<file path="config.mk">
export PLATFORM = sky130hd
export DESIGN_NAME = comp_split
export DESIGN_NICKNAME = d
export VERILOG_FILES = /design/src/rtl/comp_split_pkg.sv /design/src/rtl/comp_split_hold.sv /design/src/rtl/comp_split.sv
export SDC_FILE = /design/constraint.sdc
export NUM_CORES = 1
export LEC_CHECK = 0
export ABC_AREA = 1
export BUFFER_PORTS_ARGS = -buffer_cell sky130_fd_sc_hd__buf_2
export CAP_MARGIN = 25
export CORE_AREA = 2 2 50 52
export DETAILED_ROUTE_END_ITERATION = 7
export DIE_AREA = 0 0 52 54
export MAX_ROUTING_LAYER = met4
export PLACE_DENSITY_LB_ADDON = 0.2
export SLEW_MARGIN = 20
export SYNTH_ARGS = -nofsm -noshare
export SYNTH_HDL_FRONTEND = slang
export SYNTH_SLANG_ARGS = --single-unit
</file>
<file path="constraint.sdc">
create_clock -name clk -period 3.65 [get_ports clk]
set_input_delay 0.365 -clock clk [delete_from_list [all_inputs] [get_ports clk]]
set_output_delay 0.365 -clock clk [all_outputs]
set_load 0.01 [all_outputs]
</file>
<file path="src/rtl/comp_split_pkg.sv">
// comp_split_pkg: shared FSM state encoding and beat-order constants for the split datapath
package comp_split_pkg;

    typedef enum logic [1:0] {
        ST_IDLE  = 2'd0,
        ST_BEAT0 = 2'd1,
        ST_BEAT1 = 2'd2
    } state_e;

    localparam bit LSB_FIRST = 1'b0;
    localparam bit MSB_FIRST = 1'b1;

    // True when the half selected for the given beat is the upper half of the wide word
    function automatic logic sel_high(input logic second_beat, input bit msb_first);
        return second_beat ^ (msb_first == MSB_FIRST);
    endfunction

endpackage

</file>
<file path="src/rtl/comp_split_hold.sv">
// comp_split_hold: holding register for the A/B wide pair plus the half-select mux feeding the narrow beat
module comp_split_hold
    import comp_split_pkg::*;
#(
    parameter int p_size      = 1,
    parameter bit P_MSB_FIRST = LSB_FIRST
) (
    input  logic                  clk,
    input  logic                  rst,
    input  logic                  load_i,
    input  logic                  second_i,
    input  logic [2*p_size-1:0]   a_i,
    input  logic [2*p_size-1:0]   b_i,
    output logic [p_size-1:0]     a_o,
    output logic [p_size-1:0]     b_o
);

    logic [2*p_size-1:0] a_q, b_q;
    logic                hi;

    // Capture the pair only on an accepted input transfer so upstream may move on immediately
    always_ff @(posedge clk) begin
        if (rst) begin
            a_q <= '0;
            b_q <= '0;
        end else if (load_i) begin
            a_q <= a_i;
            b_q <= b_i;
        end
    end

    // Outside BEAT0 the second half is shown, so IDLE keeps presenting the last emitted beat
    always_comb begin
        hi  = sel_high(second_i, P_MSB_FIRST);
        a_o = hi ? a_q[2*p_size-1:p_size] : a_q[p_size-1:0];
        b_o = hi ? b_q[2*p_size-1:p_size] : b_q[p_size-1:0];
    end

endmodule

</file>
<file path="src/rtl/comp_split.sv">
// comp_split: splits each accepted 2*p_size-bit A/B pair into two p_size-bit beats with ready/valid on both sides.
// Optional parity feature enabled by defining COMP_SPLIT_PARITY_EN (adds i_par / o_par).
module comp_split
    import comp_split_pkg::*;
#(
    parameter int p_size      = 1,
    parameter bit P_MSB_FIRST = LSB_FIRST,
    parameter int P_CNT_W     = 16
) (
    input  logic                  clk,
    input  logic                  rst,
    input  logic [2*p_size-1:0]   i_param,
    input  logic [2*p_size-1:0]   i_param_2,
    input  logic                  dv,
    output logic                  i_ready,
    output logic [p_size-1:0]     o_param,
    output logic [p_size-1:0]     o_param_2,
    output logic                  ena,
    output logic                  o_last,
    input  logic                  o_ready,
    output logic [P_CNT_W-1:0]    o_count
`ifdef COMP_SPLIT_PARITY_EN
    ,
    input  logic                  i_par,
    output logic                  o_par
`endif
);

    state_e               state_q, state_d;
    logic                 in_x, out_x, second;
    logic [P_CNT_W-1:0]   cnt_q, cnt_d;

    // State register
    always_ff @(posedge clk) begin
        state_q <= rst ? ST_IDLE : state_d;
    end

    // Next state; BEAT1 can reload straight into BEAT0 to keep one pair per two cycles
    always_comb begin
        state_d = state_q == ST_IDLE  ? (in_x ? ST_BEAT0 : ST_IDLE) :
                  state_q == ST_BEAT0 ? (out_x ? ST_BEAT1 : ST_BEAT0) :
                  state_q == ST_BEAT1 ? (out_x ? (in_x ? ST_BEAT0 : ST_IDLE) : ST_BEAT1) :
                  ST_IDLE;
    end

    // Handshake outputs and transfer qualifiers; i_ready depends only on state and o_ready
    always_comb begin
        ena     = (state_q == ST_BEAT0) | (state_q == ST_BEAT1);
        o_last  = state_q == ST_BEAT1;
        i_ready = (state_q == ST_IDLE) | (o_last & o_ready);
        in_x    = dv & i_ready;
        out_x   = ena & o_ready;
        second  = state_q != ST_BEAT0;
        cnt_d   = cnt_q + P_CNT_W'(out_x & o_last);
    end

    // Completed-pair counter, wraps naturally at its width
    always_ff @(posedge clk) begin
        cnt_q <= rst ? '0 : cnt_d;
    end

    assign o_count = cnt_q;

    comp_split_hold #(
        .p_size      (p_size),
        .P_MSB_FIRST (P_MSB_FIRST)
    ) u_hold (
        .clk      (clk),
        .rst      (rst),
        .load_i   (in_x),
        .second_i (second),
        .a_i      (i_param),
        .b_i      (i_param_2),
        .a_o      (o_param),
        .b_o      (o_param_2)
    );

`ifdef COMP_SPLIT_PARITY_EN
    logic perr_q;

    // Remember whether the pair arrived with bad parity; it flips o_par on both of its beats
    always_ff @(posedge clk) begin
        if (rst)
            perr_q <= 1'b0;
        else if (in_x)
            perr_q <= (^{i_param, i_param_2}) ^ i_par;
    end

    assign o_par = (^{o_param, o_param_2}) ^ perr_q;
`endif

endmodule

</file>
* Word level (Yosys, flattened, before mapping) *
Index checks and enable logic that the tools add are counted.

cells by class
  $add $sub $neg = 1
  equal/unequal tests = 3
  muxes and demuxes = 8
  bitwise logic cells = 6
  reduce and logical (&&, ||, !) cells = 1

operators by type and width
  kind                                                                    count
  16-bit by 1-bit adder with 16-bit output                                1
  2-bit two-way mux                                                       5
  1-bit AND                                                               4
  1-bit two-way mux                                                       3
  2-bit by 1-bit equality test with 1-bit output (second input constant)  1
  2-bit equality test (second input constant)                             1
  2-bit logical NOT                                                       1
  2-bit by 1-bit != test with 1-bit output (second input constant)        1
  1-bit bitwise OR                                                        2

storage, ports and cells
  register bits = 22
  input port bits = 8
  output and inout port bits = 21
  word-level logic and storage cells = 23

* Depth between registers and ports, before layout *
  depth in word-level cells = 9
  gate-level depth with buffers = 12
  gate-level depth less buffers = 12

* By module *
From an unflattened synthesis, not the netlist that was laid out.

unflattened totals
  cells, all modules = 176
  area, all modules = 1,169.9 sq um

by module, submodules not included
  module           instances  cells an instance  area an instance (sq um)  seq. area each (sq um)
  comp_split       1          144                972.2                     360.3
  comp_split_hold  1          32                 197.7                     80.1

* Worst setup path before layout *
Ideal clock, no wire load.

  path type = register to register
  start = register state_q[0]
  end = register cnt_q[10] (netlist: o_count[10])
  library setup time = 0.128 ns
  arrival time = 1.558 ns
  data required time = 3.522 ns
  slack = 1.964 ns
  cell stages (with the launch flop) = 12
  buffers on the path = 0
  clock period less this slack = 1.686 ns
  path through = dfxtp_1 > inv_1 > ha_1 > nand2_1 > inv_1 > ha_1 > ha_1 > nand2_2 > nor2_4 > nand3_1 > xor2_1 > nor2_1

on the way
  longest elaborated chain between the ends = 5
  elaborated cells on any way between the ends = 6
  classes of those cells = 1 x add/sub; 2 x eq/ne; 3 x bitwise

ends and longest elaborated chain
  item                                          line              source
  start: declaration                            comp_split.sv:29  state_e state_q, state_d;
  start signal: assignment                      comp_split.sv:35  state_q <= rst ? ST_IDLE : state_d;
  2-bit equality test (*)                       comp_split.sv:49  o_last = state_q == ST_BEAT1;
  net o_last                                    comp_split.sv:19  output logic o_last,
  1-bit bitwise OR                              comp_split.sv:48  ena = (state_q == ST_BEAT0) | (state_q == ST_BEAT1);
  1-bit AND                                     comp_split.sv:52  out_x = ena & o_ready;
  1-bit AND (*)                                 comp_split.sv:54  cnt_d = cnt_q + P_CNT_W'(out_x & o_last);
  16-bit by 1-bit adder with 16-bit output (*)  comp_split.sv:54
  end signal: assignment                        comp_split.sv:59  cnt_q <= rst ? '0 : cnt_d;
  end: declaration                              comp_split.sv:31  logic [P_CNT_W-1:0] cnt_q, cnt_d;

The timed path passes the listed nets; every way through them passes the cells marked *.
A chain may end at the register's enable or synchronous reset.

* Worst setup path in the final report *
  start = register state_q[0]
  end = register cnt_q[10] (netlist: o_count[10])

on the way
  longest elaborated chain between the ends = 5
  elaborated cells on any way between the ends = 6
  classes of those cells = 1 x add/sub; 2 x eq/ne; 3 x bitwise

ends and longest elaborated chain
  item                                                                                          line
  2-bit by 1-bit equality test with 1-bit output / 2-bit equality test (equally long branches)  comp_split.sv:48, comp_split.sv:49
  1-bit bitwise OR                                                                              comp_split.sv:48
  1-bit AND                                                                                     comp_split.sv:52
  1-bit AND (*)                                                                                 comp_split.sv:54
  16-bit by 1-bit adder with 16-bit output (*)                                                  comp_split.sv:54

Mark *: on every way between the ends. The rest lies on a longest branch, timed or not.

==> results.tsv <==
stage	metric	value	unit
synthesis	synth-simple-area-share	0.341	
clock_network	clock_sinks	22	
critical_path	critPathCaptureType	flop	
synthesis	synth_mux_area_frac	0	
critical_path	path_class	flop to flop	
floorplan	dieHeight	54	um
floorplan	initial_core_util	0.470	
synthesis	yosys_warnings	0	
cells_and_area	nets	202	
timing	worst_slack	1.88	ns
floorplan	std_cell_rows	18	
grt	grt_max_degree	16	
timing	tightest_slew	0.291	ns
cells_and_area	drive_gt1_frac	0.202	
timing	period_needed	1.77	ns
synthesis	synthAdderAreaFrac	0.0574	
drt	drcViolationCount	0	
clock_network	cts_inserted_buffers	3	
synthesis	synth_common_cells	nand2_1 (38), inv_1 (26), nor2_1 (25)	
clock_network	post-cts-setup-buffers	0	
synthesis	synthDistinctLibCells	20	
synthesis	synth_most_common_cell	nand2_1	
floorplan	dieArea	2810	sq um
placement	dp_slack	1.89	ns
critical_path	critPathMaxFanout	7	
timing	timing.fmax	564	MHz
synthesis	synth_nets	170	
drt	via_count	1016	
clock_network	clockRootBuffer	clkbuf_4	
placement	dp_hpwl	1670	um
drt	ant_nets	0	
synthesis	synth_ff_type	dfxtp_1	
synthesis	synth_top_family_by_area	simple AND/OR/NAND/NOR gates	
job	maxCapViolations	0	
timing	setup_violations	0	
floorplan	coreArea	2320	sq um
synthesis	ys_ff_latch	22	
synthesis	syn-cell-area	1090	sq um
synthesis	synthTopCellsByArea	dfxtp_1 (40%), nand2_1 (13%), inv_1 (9.0%)	
critical_path	cp-start-kind	flop	
outcome	status	finished, final reports clean	
drt	vias_per_cell	4.66	
worst_hold_path	hold_class	input pin to flop	
placement	io_buffer_count	28	
clock_network	cts_max_path_buffers	2	
critical_path	ff2ff_setup_slack	1.88	ns
timing	rsz0062_at_grt	false	
grt	grt_remaining_overflow	0	
drt	routedWlPerCell	10.1	um
synthesis	yosysTopAreaCellShare	0.404	
grt	antenna_found_initial	0	
cells_and_area	fillerInstances	241	
power_and_ir_drop	powerDensity	360	nW/um^2
grt	track_usage	0.185	
critical_path	cpMostUsedCell	ha_1	
synthesis	yosysTopAreaCell	dfxtp_1	
cells_and_area	diodes	0	
clock_network	post_cts_resized	0	
timing	fin_crit_sh	0.486	
critical_path	crit_path_max_incr_delay	0.34	ns
cells_and_area	syn_to_final_growth	20.8	%
drt	drt-pass1-iter-count	4	
placement	gp_congestion	0.779	
power_and_ir_drop	ir_drop	214	uV
synthesis	synth_xor_area_frac	0.0241	
timing	relSlewSlack	0.806	
clock_network	postCtsHoldBufs	0	
critical_path	crit_path_cell_trace	inv_1, ha_1, nand2_1, inv_1, ha_1, ha_1, nand2_2, nor2_4, nand3_1, xor2_1, nor2_1	
synthesis	seq_area_frac_synth	0.404	
critical_path	crit_arrival	1.98	ns
clock_network	clkTransAtPathRegs	0.13	ns
grt	grt_pass1_wl	3780	um
power_and_ir_drop	p_leak	0.000660	uW
clock_network	insertion_delay	0.31	ns
floorplan	num_io_pins	29	
grt	first_global_vias	903	
drt	finalWirelength	2200	um
timing	hold_viol	0	
floorplan	die-width	52	um
synthesis	synth_compound_area_frac	0.0804	
drt	drtIter0Drc	17	
critical_path	crit_required	3.86	ns
clock_network	cts_max_level	1	
synthesis	synth.avg_cell_area	6.94	sq um
synthesis	netlist_instances	157	
timing	skew	0.00506	ns
synthesis	synthArstFlopShare	0	
timing	slew_viol_final	0	
critical_path	crit_slowest_cell	dfxtp_1	
timing	setup_tns	0	ns
clock_network	cts_tree	yes	
synthesis	synth_edf_count	0	
timing	hold_ws	0.296	ns
[state kept, by name, indices dropped and copies added (netlist names)]
| register | flops |
|---|---|
| o_count | 16 |
| u_hold.b_q | 2 |
| u_hold.a_q | 2 |
| state_q | 2 |
[per-stage QoR]
| step | instance area (sq um) | total power, uW | instances | utilization |
|---|---|---|---|---|
| 3_5_place_dp | 1260 | 292 | 214 | 0.545 |
| 4_1_cts | 1320 | 478 | 218 | 0.567 |
| 5_1_grt | 1320 | 494 | 218 | 0.567 |
| 6_report | 1320 | 474 | 218 | 0.567 |
| 2_1_floorplan | 1090 | 278 | 157 | - |
| 3_3_place_gp | 1260 | 291 | 214 | 0.545 |
[logic make-up (layout without fill, tap and decap cells)]
group	count (synthesis)	in the layout
AND/OR/NAND/NOR	83	83
AO/OA/AOI/OAI	17	17
flip-flops	22	22
buffers and inverters	27	58
XOR/XNOR	3	3
adder cells (fa/ha/maj)	5	5
[power by group]
part | switching [uW] | total (uW) | internal, uW
combinational | 23.7 | 38.5 | 14.8
sequential | 2.60 | 248 | 245
clock | 76.5 | 187 | 111
total | 103 | 474 | 371
[per-layer routing]
layer | vias to the layer above | GRT usage | wire, um
met4 | 0 | 0.0746 | 28
met5 | - | - | 0
met2 | 21 | 0.285 | 975
li1 | 550 | - | -
met1 | 441 | 0.247 | 1100
met3 | 4 | 0.0250 | 92
[final timing paths]
kind / from / endpoint / depth (start not counted)
setup reg to reg: state_q[0] / o_count[10] / 11
setup / recovery: state_q[0] / o_count[10] / 11
hold reg to reg: o_count[15] / o_count[15] / 2
hold / removal: i_param_2[0] / u_hold.b_q[0] / 3
[critical path, delay by kind of cell (launching register included)]
family                   cells  cell delay, ns
buffers and inverters        2            0.13
adder cells (fa/ha/maj)      3            0.54
flip-flops                   1            0.34
XOR/XNOR                     1            0.14
AND/OR/NAND/NOR              5            0.53
[layout make-up]
cell class	instances	area (sq um)	share of cell area
clock buffers	3	22.5	0.0171
clock inverters	1	30.0	0.0228
inverters	26	97.6	0.0741
multi-input cells	108	548	0.416
flip-flops and latches	22	440	0.335
well taps	30	37.5	0.0285
repair buffers	28	140	0.106
[cells in the final DEF (no fill, tap or decap), drive strengths merged, types with 3 or more instances in the layout]
cell,instances
ha,5
a21oi,10
nor3,3
o21ai,6
nor2,28
dfxtp,22
nand3,9
inv,26
buf,28
nand2,39
clkbuf,3
Power figures use the tool's default switching activity.
